$ cat src/rtl/lcd_ctrl.sv
// lcd_ctrl: FIFO-buffered HD44780 8-bit bus writer with a 32-bit status word.
// Define LCD_BUSY_POLL_EN to replace the fixed execution delay with busy-flag polling.
module lcd_ctrl #(
  parameter int FIFO_DEPTH  = 4,
  parameter int T_SETUP     = 2,
  parameter int T_PULSE     = 12,
  parameter int T_HOLD      = 2,
  parameter int T_EXEC      = 2000,
  parameter int T_EXEC_LONG = 82000
) (
  input  logic        i_clk,
  input  logic        i_reset,
  input  logic        i_wr,
  input  logic [31:0] i_wdata,
  output logic [31:0] o_status,
  output logic        o_lcd_on,
  output logic        o_lcd_en,
  output logic        o_lcd_rs,
  output logic        o_lcd_rw,
  output logic [7:0]  o_lcd_data,
  output logic        o_lcd_data_oe,
  input  logic [7:0]  i_lcd_data
);
  localparam int AW = $clog2(FIFO_DEPTH);
  localparam int CW = $clog2(T_EXEC_LONG + 1);
  typedef enum logic [2:0] {IDLE, SETUP, PULSE, HOLD, EXEC, P_SETUP, P_PULSE, P_HOLD} state_t;
  state_t state, state_n;
  logic [CW-1:0] cnt, cnt_n;
  logic [8:0] mem [FIFO_DEPTH];
  logic [8:0] head;
  logic [AW:0] wp, rp, level;
  logic [31:0] level_w;
  logic empty, full, pop, push, ovf, done, busy, en_n, rs_n;
  logic [7:0] data_n;
  assign level   = wp - rp;
  assign level_w = 32'(level);
  assign empty   = level == '0;
  assign full    = level == (AW+1)'(FIFO_DEPTH);
  assign pop     = state == IDLE && !empty;
  // a full FIFO still accepts a write when the head leaves in the same cycle
  assign push    = i_wr && (!full || pop);
  assign head    = mem[rp[AW-1:0]];
  assign done    = cnt == '0;
  assign busy    = state != IDLE || !empty;
  always_ff @(posedge i_clk) begin
    if (push) mem[wp[AW-1:0]] <= {i_wdata[8], i_wdata[7:0]};
  end
  always_ff @(posedge i_clk) begin
    if (!i_reset) begin
      wp       <= '0;
      rp       <= '0;
      ovf      <= 1'b0;
      o_lcd_on <= 1'b0;
      o_status <= 32'h8;
    end else begin
      wp       <= wp + (AW+1)'(push);
      rp       <= rp + (AW+1)'(pop);
      ovf      <= ovf | (i_wr & ~push);
      o_lcd_on <= i_wr ? i_wdata[31] : o_lcd_on;
      o_status <= {24'b0, (level_w > 15 ? 4'hf : level_w[3:0]), empty, ovf, full, busy};
    end
  end
  always_ff @(posedge i_clk) begin
    if (!i_reset) begin
      state      <= IDLE;
      cnt        <= '0;
      o_lcd_en   <= 1'b0;
      o_lcd_rs   <= 1'b0;
      o_lcd_data <= 8'h00;
    end else begin
      state      <= state_n;
      cnt        <= cnt_n;
      o_lcd_en   <= en_n;
      o_lcd_rs   <= rs_n;
      o_lcd_data <= data_n;
    end
  end
`ifdef LCD_BUSY_POLL_EN
  logic [CW-1:0] tmo;
  logic bf, rw_n, in_poll, unused_in;
  assign in_poll   = state == P_SETUP || state == P_PULSE || state == P_HOLD;
  assign unused_in = ^{i_wdata[30:9], i_lcd_data[6:0]};
  // tmo bounds the whole polling phase; it is armed while the write is in HOLD
  always_ff @(posedge i_clk) begin
    if (!i_reset) begin
      tmo           <= '0;
      bf            <= 1'b0;
      o_lcd_rw      <= 1'b0;
      o_lcd_data_oe <= 1'b1;
    end else begin
      tmo           <= state == HOLD ? CW'(T_EXEC_LONG - 1) : (tmo == '0 ? tmo : tmo - 1'b1);
      bf            <= state == P_PULSE && done ? i_lcd_data[7] : bf;
      o_lcd_rw      <= rw_n;
      o_lcd_data_oe <= ~rw_n;
    end
  end
`else
  logic long_cmd, unused_in;
  assign long_cmd      = !o_lcd_rs && o_lcd_data != 8'h00 && o_lcd_data < 8'h04;
  assign unused_in     = ^{i_wdata[30:9], i_lcd_data};
  assign o_lcd_rw      = 1'b0;
  assign o_lcd_data_oe = 1'b1;
`endif
  always_comb begin
    state_n = state;
    cnt_n   = done ? '0 : cnt - 1'b1;
    case (state)
      IDLE:    if (pop)  begin state_n = SETUP; cnt_n = CW'(T_SETUP - 1); end
      SETUP:   if (done) begin state_n = PULSE; cnt_n = CW'(T_PULSE - 1); end
      PULSE:   if (done) begin state_n = HOLD;  cnt_n = CW'(T_HOLD - 1);  end
`ifdef LCD_BUSY_POLL_EN
      HOLD:    if (done) begin state_n = P_SETUP; cnt_n = CW'(T_SETUP - 1); end
      P_SETUP: if (done) begin state_n = P_PULSE; cnt_n = CW'(T_PULSE - 1); end
      P_PULSE: if (done) begin state_n = P_HOLD;  cnt_n = CW'(T_HOLD - 1);  end
      P_HOLD:  if (done) begin state_n = bf ? P_SETUP : IDLE; cnt_n = CW'(T_SETUP - 1); end
`else
      HOLD:    if (done) begin state_n = EXEC; cnt_n = long_cmd ? CW'(T_EXEC_LONG - 1) : CW'(T_EXEC - 1); end
      EXEC:    if (done) state_n = IDLE;
`endif
      default: state_n = IDLE;
    endcase
`ifdef LCD_BUSY_POLL_EN
    if (in_poll && tmo == '0) state_n = IDLE;
`endif
  end
  // outputs are registered from the next state so pins change exactly on state entry
  always_comb begin
    en_n   = state_n == PULSE || state_n == P_PULSE;
    rs_n   = pop ? head[8] : o_lcd_rs;
    data_n = pop ? head[7:0] : o_lcd_data;
`ifdef LCD_BUSY_POLL_EN
    rw_n   = state_n == P_SETUP || state_n == P_PULSE || state_n == P_HOLD;
    rs_n   = rw_n ? 1'b0 : rs_n;
`endif
  end
endmodule

$ cat config.mk
export PLATFORM = sky130hd
export DESIGN_NAME = lcd_ctrl
export DESIGN_NICKNAME = d
export VERILOG_FILES = /design/src/rtl/lcd_ctrl.sv
export SDC_FILE = /design/constraint.sdc
export NUM_CORES = 1
export LEC_CHECK = 0
export CAP_MARGIN = 10
export CELL_PAD_IN_SITES_DETAIL_PLACEMENT = 0
export CELL_PAD_IN_SITES_GLOBAL_PLACEMENT = 1
export CORE_MARGIN = 2
export CORE_UTILIZATION = 38
export DETAILED_ROUTE_END_ITERATION = 12
export PLACE_DENSITY_LB_ADDON = 0.1
export SLEW_MARGIN = 0
export SYNTH_ARGS = -nofsm -noshare
export SYNTH_HDL_FRONTEND = slang
export SYNTH_SLANG_ARGS = --single-unit
$ cat constraint.sdc
create_clock -name i_clk -period 3.46 [get_ports i_clk]
set_input_delay 0.692 -clock i_clk [delete_from_list [all_inputs] [get_ports i_clk]]
set_output_delay 0.692 -clock i_clk [all_outputs]
set_load 0.005 [all_outputs]
==> impl_metrics.env, run 1 <==
export IMPL_rr_worst_depth=10
export IMPL_synthAdderAreaFrac_pct=2.691
export IMPL_vias=2179
export IMPL_reg2reg_setup_slack_ns=0.72
export IMPL_yosys_area_share_simple_pct=14.84
export IMPL_drc=0
export IMPL_synth_compound_gate_area_share_pct=8.286
export IMPL_post_dp_hpwl_um=4544
export IMPL_die_width_um=100.4
export IMPL_finalSetupTns_ns=0
export IMPL_cts_htree_levels=3
export IMPL_cts_tree="yes"
export IMPL_grt_use_total_pct=14.34
export IMPL_cts_sinks=81
export IMPL_dp_cells=431
export IMPL_synthXorXnorAreaFrac_pct=3.364
export IMPL_wl_per_cell_um=14.62
export IMPL_nets=381
export IMPL_drv_slew=0
export IMPL_final_core_util_pct=45.03
export IMPL_clockBufferDepth=2
export IMPL_synth_most_common_cell="dfxtp_1"
export IMPL_finalHoldViolations=0
export IMPL_post_cts_buffers=0
export IMPL_synthTopCellsByArea="edfxtp_1 31%, dfxtp_1 25%, buf_4 5.7%"
export IMPL_final_layout_size_suffix_gt1_share_pct=12.80
export IMPL_ys_ff_latch=81
export IMPL_path_clk_slew_ns=0.09
export IMPL_std_cell_rows=35
export IMPL_antenna_found_initial=0
export IMPL_cp_max_fo=7
export IMPL_fin_crit_ns=2.742
export IMPL_stdcell_count=447
export IMPL_ant_nets=0
export IMPL_synth_edf_count=36
export IMPL_ys_flop_type="dfxtp_1"
export IMPL_crit_type="reg -> reg"
export IMPL_cp_start_kind="flop"
export IMPL_root_buffer="clkbuf_8"
export IMPL_grt_ovfl_total=0
export IMPL_rsz0062_at_grt="no"
export IMPL_hold_class="reg -> reg"
export IMPL_routed_wirelength_um=6536
export IMPL_worstPathArrival_ns=3.00
export IMPL_diodes=0
export IMPL_synthMuxAreaShare_pct=6.339
export IMPL_cts_inserted_buffers=9
export IMPL_synth_top_family_by_area="simple AND/OR/NAND/NOR gates"
export IMPL_cts_resized=0
export IMPL_ios=88
export IMPL_dr_pass1_iters=4
export IMPL_ys_top_cells_by_count="45 x dfxtp_1, 36 x edfxtp_1, 27 x buf_4"
export IMPL_peakVddDrop_uv=279.6
export IMPL_viasPerCell=4.875
export IMPL_synth_distinct_cells=53
export IMPL_hold_buffers=0
export IMPL_synth_cells=296
export IMPL_status="finished clean"
export IMPL_synth_area_um2=3533
export IMPL_initial_core_util_pct=38.79
export IMPL_clock_latency_ns=0.35
export IMPL_post_synth_cell_area_avg_um2=11.94
export IMPL_relSlewSlack_pct=58.32
export IMPL_drtIter0Drc=51
export IMPL_fp_dieArea_um2=10090
export IMPL_clock_fmax_mhz=364.6
export IMPL_grt_first_pass_wirelength_um=11000
export IMPL_setup_viol=0
export IMPL_cp_end_kind="flop"
export IMPL_powerDensity_nw_per_um2=885.9
export IMPL_worstHoldPathCells=1
export IMPL_worst_slew_pin_slew_ns=0.6218
export IMPL_gp_congestion=0.7987
export IMPL_area_growth_pct=16.08
export IMPL_synth_top_area_share_pct=30.59
export IMPL_critical_path_required_ns=3.72
export IMPL_num_fill_cells=879
export IMPL_period_share_pct=79.26
export IMPL_ys_seq_area_share_pct=56.09
export IMPL_ys_async_sr_fraction_pct=0
export IMPL_port_buffers=30
export IMPL_synth_warnings=0
export IMPL_die_y_um=100.4
export IMPL_grt_pass1_vias=2117
export IMPL_core_region_area_um2=9109
export IMPL_cap_violations=0
export IMPL_grt_max_degree=27
export IMPL_total_leakage_power_nw=1.538
export IMPL_fin_skew_ns=0.01346
export IMPL_synth_area_leader_cell="edfxtp_1"
[worst max-delay path, cell delays in order (launching register included)]
cell and delay (ns):
dfxtp_1 0.39, inv_1 0.09, ha_1 0.21, fa_1 0.62, nand3_1 0.10, o21ai_0 0.48, inv_1 0.10, ha_1 0.20
ha_1 0.18, xor2_1 0.13, and2_1 0.15
[per-layer routing]
layer | part of all wire, % | GRT usage (%)
met5 | 0 | 0
met1 | 45 | 18.04
met2 | 50 | 23.49
met3 | 3.7 | 4.596
met4 | 1.0 | 4.636
[cells by family after synthesis]
| logic type | count (synthesis) |
|---|---|
| DFF | 81 |
| other | 2 |
| buffers and inverters | 48 |
| and+or+nand+nor | 95 |
| AOI/OAI and AO/OA | 40 |
| adders and majority gates | 7 |
| muxes | 11 |
| xor gates and xnor gates | 12 |
[layout by cell type (no fill, tap or decap), types with 2 or more instances in the layout]
| master | n |
|---|---|
| dfxtp_1 | 45 |
| clkbuf_8 | 9 |
| nor2_1 | 14 |
| nand2b_1 | 3 |
| a311oi_1 | 2 |
| o21a_1 | 3 |
| and2_1 | 7 |
| nor2b_1 | 4 |
| o31ai_1 | 3 |
| nor3_1 | 8 |
| buf_4 | 8 |
| or2_2 | 2 |
| nor4_1 | 4 |
| a211oi_1 | 4 |
| inv_6 | 4 |
| ha_1 | 6 |
| nand3_1 | 6 |
| nand4_1 | 3 |
| a21boi_0 | 10 |
| mux4_2 | 9 |
| xnor2_1 | 7 |
| bufinv_16 | 2 |
| clkdlybuf4s50_1 | 30 |
| edfxtp_1 | 36 |
| xor2_1 | 4 |
| or4_4 | 2 |
| conb_1 | 27 |
| o211ai_1 | 2 |
| o21ai_0 | 6 |
| nand2_1 | 22 |
| or3_1 | 6 |
| or4_1 | 6 |
| a21oi_1 | 2 |
| inv_1 | 9 |
[area by class of cell]
cell class	instances	area, um^2	share of cell area [%]
clock buffers	9	123.9	3.020
clock inverters	7	106.4	2.593
inverters	9	33.78	0.8237
multi-input cells	192	1356	33.07
flip-flops and latches	81	1982	48.32
well taps	111	138.9	3.386
repair buffers	38	360.3	8.786
[metrics by stage]
| step | hold slack, ns | power, mW | setup slack (ns) | area, um^2 |
|---|---|---|---|---|
| floorplan | 0.4225 | 2.393 | 0.9415 | 3627 |
| global placement | 0.4493 | 2.869 | 0.7638 | 3871 |
| detailed placement | 0.4445 | 2.874 | 0.7579 | 3871 |
| CTS | 0.4720 | 3.689 | 0.7308 | 4101 |
| global route | 0.5014 | 3.931 | 0.5625 | 4101 |
| finish | 0.4647 | 3.634 | 0.7176 | 4101 |
[state kept, by name, summed over array words and instances (netlist names)]
| name | flops |
|---|---|
| o_lcd_on | 1 |
| wp | 3 |
| ovf | 1 |
| o_lcd_en | 1 |
| state | 3 |
| cnt | 17 |
| o_lcd_data | 8 |
| mem | 36 |
| rp | 3 |
| o_status | 7 |
| o_lcd_rs | 1 |
[where the power goes]
group	switching [mW]	total, mW	internal (mW)
clock	0.383	0.805	0.422
sequential	0.154	1.37	1.22
combinational	0.767	1.46	0.691
[worst paths after layout]
kind | from | end
worst min register to register | ovf | o_status[2]
worst min-delay path | ovf | o_status[2]
worst max-delay path | wp[0] | wp[2]
worst max register to register | wp[0] | wp[2]
Note: power is estimated with default switching activity, not from simulation.
==> run 2, diff against run 1 <==
--- a/config.mk
+++ b/config.mk
@@ -9,7 +9,7 @@
 export CELL_PAD_IN_SITES_DETAIL_PLACEMENT = 0
 export CELL_PAD_IN_SITES_GLOBAL_PLACEMENT = 1
 export CORE_MARGIN = 2
-export CORE_UTILIZATION = 38
+export CORE_UTILIZATION = 35
 export DETAILED_ROUTE_END_ITERATION = 12
 export PLACE_DENSITY_LB_ADDON = 0.1
 export SLEW_MARGIN = 0
==> constraint.sdc (replaced) <==
create_clock -name i_clk -period 2.47 [get_ports i_clk]
set_input_delay 0.494 -clock i_clk [delete_from_list [all_inputs] [get_ports i_clk]]
set_output_delay 0.494 -clock i_clk [all_outputs]
set_load 0.005 [all_outputs]
==> impl_metrics.env, run 2 (synthesis gave the netlist of run 1 again) <==
export IMPL_cp_end_kind="flop"
export IMPL_path_clk_slew_ns=0.10
export IMPL_status="finished clean"
export IMPL_stdcell_count=480
export IMPL_clock_latency_ns=0.36
export IMPL_dp_cells=464
export IMPL_cap_violations=0
export IMPL_worstPathArrival_ns=2.54
export IMPL_post_dp_hpwl_um=4729
export IMPL_port_buffers=30
export IMPL_die_y_um=104.5
export IMPL_power_total_mw=5.063
export IMPL_ios=88
export IMPL_fin_crit_ns=2.285
export IMPL_viasPerCell=4.592
export IMPL_cts_htree_levels=3
export IMPL_core_region_area_um2=9774
export IMPL_hold_class="reg -> reg"
export IMPL_cp_start_kind="flop"
export IMPL_cts_sinks=81
export IMPL_diodes=0
export IMPL_root_buffer="clkbuf_8"
export IMPL_hold_buffers=0
export IMPL_final_cell_mix="45 x dfxtp_1, 36 x edfxtp_1, 30 x clkdlybuf4s50_1, 27 x conb_1, 22 x nand2_1"
export IMPL_dpl_instance_area_um2=3981
export IMPL_grt_use_total_pct=12.74
export IMPL_nets=392
export IMPL_cts_tree="yes"
export IMPL_fp_dieArea_um2=10920
export IMPL_initial_core_util_pct=36.15
export IMPL_cp_max_fo=4
export IMPL_fin_skew_ns=0.009736
export IMPL_area_growth_pct=18.24
export IMPL_clockBufferDepth=2
export IMPL_vias=2204
export IMPL_grt_first_pass_wirelength_um=10870
export IMPL_wl_per_cell_um=13.81
export IMPL_grt_pass1_vias=2154
export IMPL_ant_nets=0
export IMPL_post_cts_buffers=0
export IMPL_peakVddDrop_uv=444.0
export IMPL_grt_ovfl_total=0
export IMPL_setup_viol=0
export IMPL_largest_register_ffs=36
export IMPL_gp_congestion=0.7231
export IMPL_grt_max_degree=23
export IMPL_critical_path_required_ns=2.72
export IMPL_final_layout_size_suffix_gt1_share_pct=15.56
export IMPL_design_area_um2=4178
export IMPL_std_cell_rows=36
export IMPL_worst_slew_pin_slew_ns=0.5225
export IMPL_num_fill_cells=974
export IMPL_finalHoldViolations=0
export IMPL_cts_inserted_buffers=9
export IMPL_die_width_um=104.5
export IMPL_holdWs_ns=0.4739
export IMPL_layout_cells_most_common="dfxtp_1"
export IMPL_clock_fmax_mhz=437.7
export IMPL_relSlewSlack_pct=65.04
export IMPL_powerDensity_nw_per_um2=1212
export IMPL_period_share_pct=92.49
export IMPL_drc=0
export IMPL_rsz0062_at_grt="no"
export IMPL_drv_slew=0
export IMPL_antenna_found_initial=0
export IMPL_total_leakage_power_nw=1.572
export IMPL_routed_wirelength_um=6627
export IMPL_drtIter0Drc=54
export IMPL_dr_pass1_iters=4
export IMPL_crit_type="reg -> reg"
run 2: where the power goes:
group          internal (mW)  switching (mW)  total (mW)
clock network          0.396           0.551       0.947
logic                   1.07            1.16        2.24
registers               1.70           0.174        1.88
total                   3.18            1.89        5.06
run 2: worst paths after layout:
| path | from | to | slack, ns | cells past startpoint |
|---|---|---|---|---|
| max | cnt[0] | cnt[0] | 0.19 | 6 |
| min | ovf | o_status[2] | 0.47 | 1 |
| max reg2reg | cnt[0] | cnt[0] | 0.19 | 6 |
| min reg2reg | ovf | o_status[2] | 0.47 | 1 |
run 2: timing repair:
action / CTS / global route
resized for setup: 0 / 1
hold endpoints to repair: 0 / 0
setup endpoints to repair: 0 / 2
run 2: worst max-delay path, cell delays in order, from the launching register on:
cell and delay [ns]:
dfxtp_1 0.34, inv_1 0.09, ha_1 0.20, or4b_2 0.59, or4_4 0.47, mux2_1 0.33
o21a_1 0.16
run 2: stage by stage:
stage               setup TNS [ns]  util, %  worst slack (ns)
floorplan                   -1.746        -          -0.04850
global placement                 0    40.73            0.1481
detailed placement               0    40.73            0.1422
CTS                              0    42.74            0.1361
global route                     0    42.74           0.05555
finish                           0    42.74            0.1854
run 2: routing by layer:
layer  routed length (um)  global-route usage [%]  vias to the layer above  part of all wire, %
li1                     -                       -                     1113                    -
met1                 2998                   15.38                     1050                   45
met2                 3342                   21.99                       31                   50
met3                  181                   2.945                       10                  2.7
met4                  104                   4.923                        0                  1.6
met5                    0                       0                        -                    0
run 2: cell type report:
type,count,area [um^2],share of cell area [%]
flip-flops and latches,81,1982,47.44
multi-input cells,192,1356,32.46
repair buffers,49,442.9,10.60
well taps,133,166.4,3.983
clock buffers,9,123.9,2.965
clock inverters,7,72.57,1.737
inverters,9,33.78,0.8086
==> run 3, diff against run 2 <==
--- a/config.mk
+++ b/config.mk
@@ -12,6 +12,7 @@
 export CORE_UTILIZATION = 35
 export DETAILED_ROUTE_END_ITERATION = 12
 export PLACE_DENSITY_LB_ADDON = 0.1
+export SKIP_LAST_GASP = 1
 export SLEW_MARGIN = 0
 export SYNTH_ARGS = -nofsm -noshare
 export SYNTH_HDL_FRONTEND = slang
==> results of run 3 <==
Same layout as run 2: the final DEF is identical, and so are final timing and power.
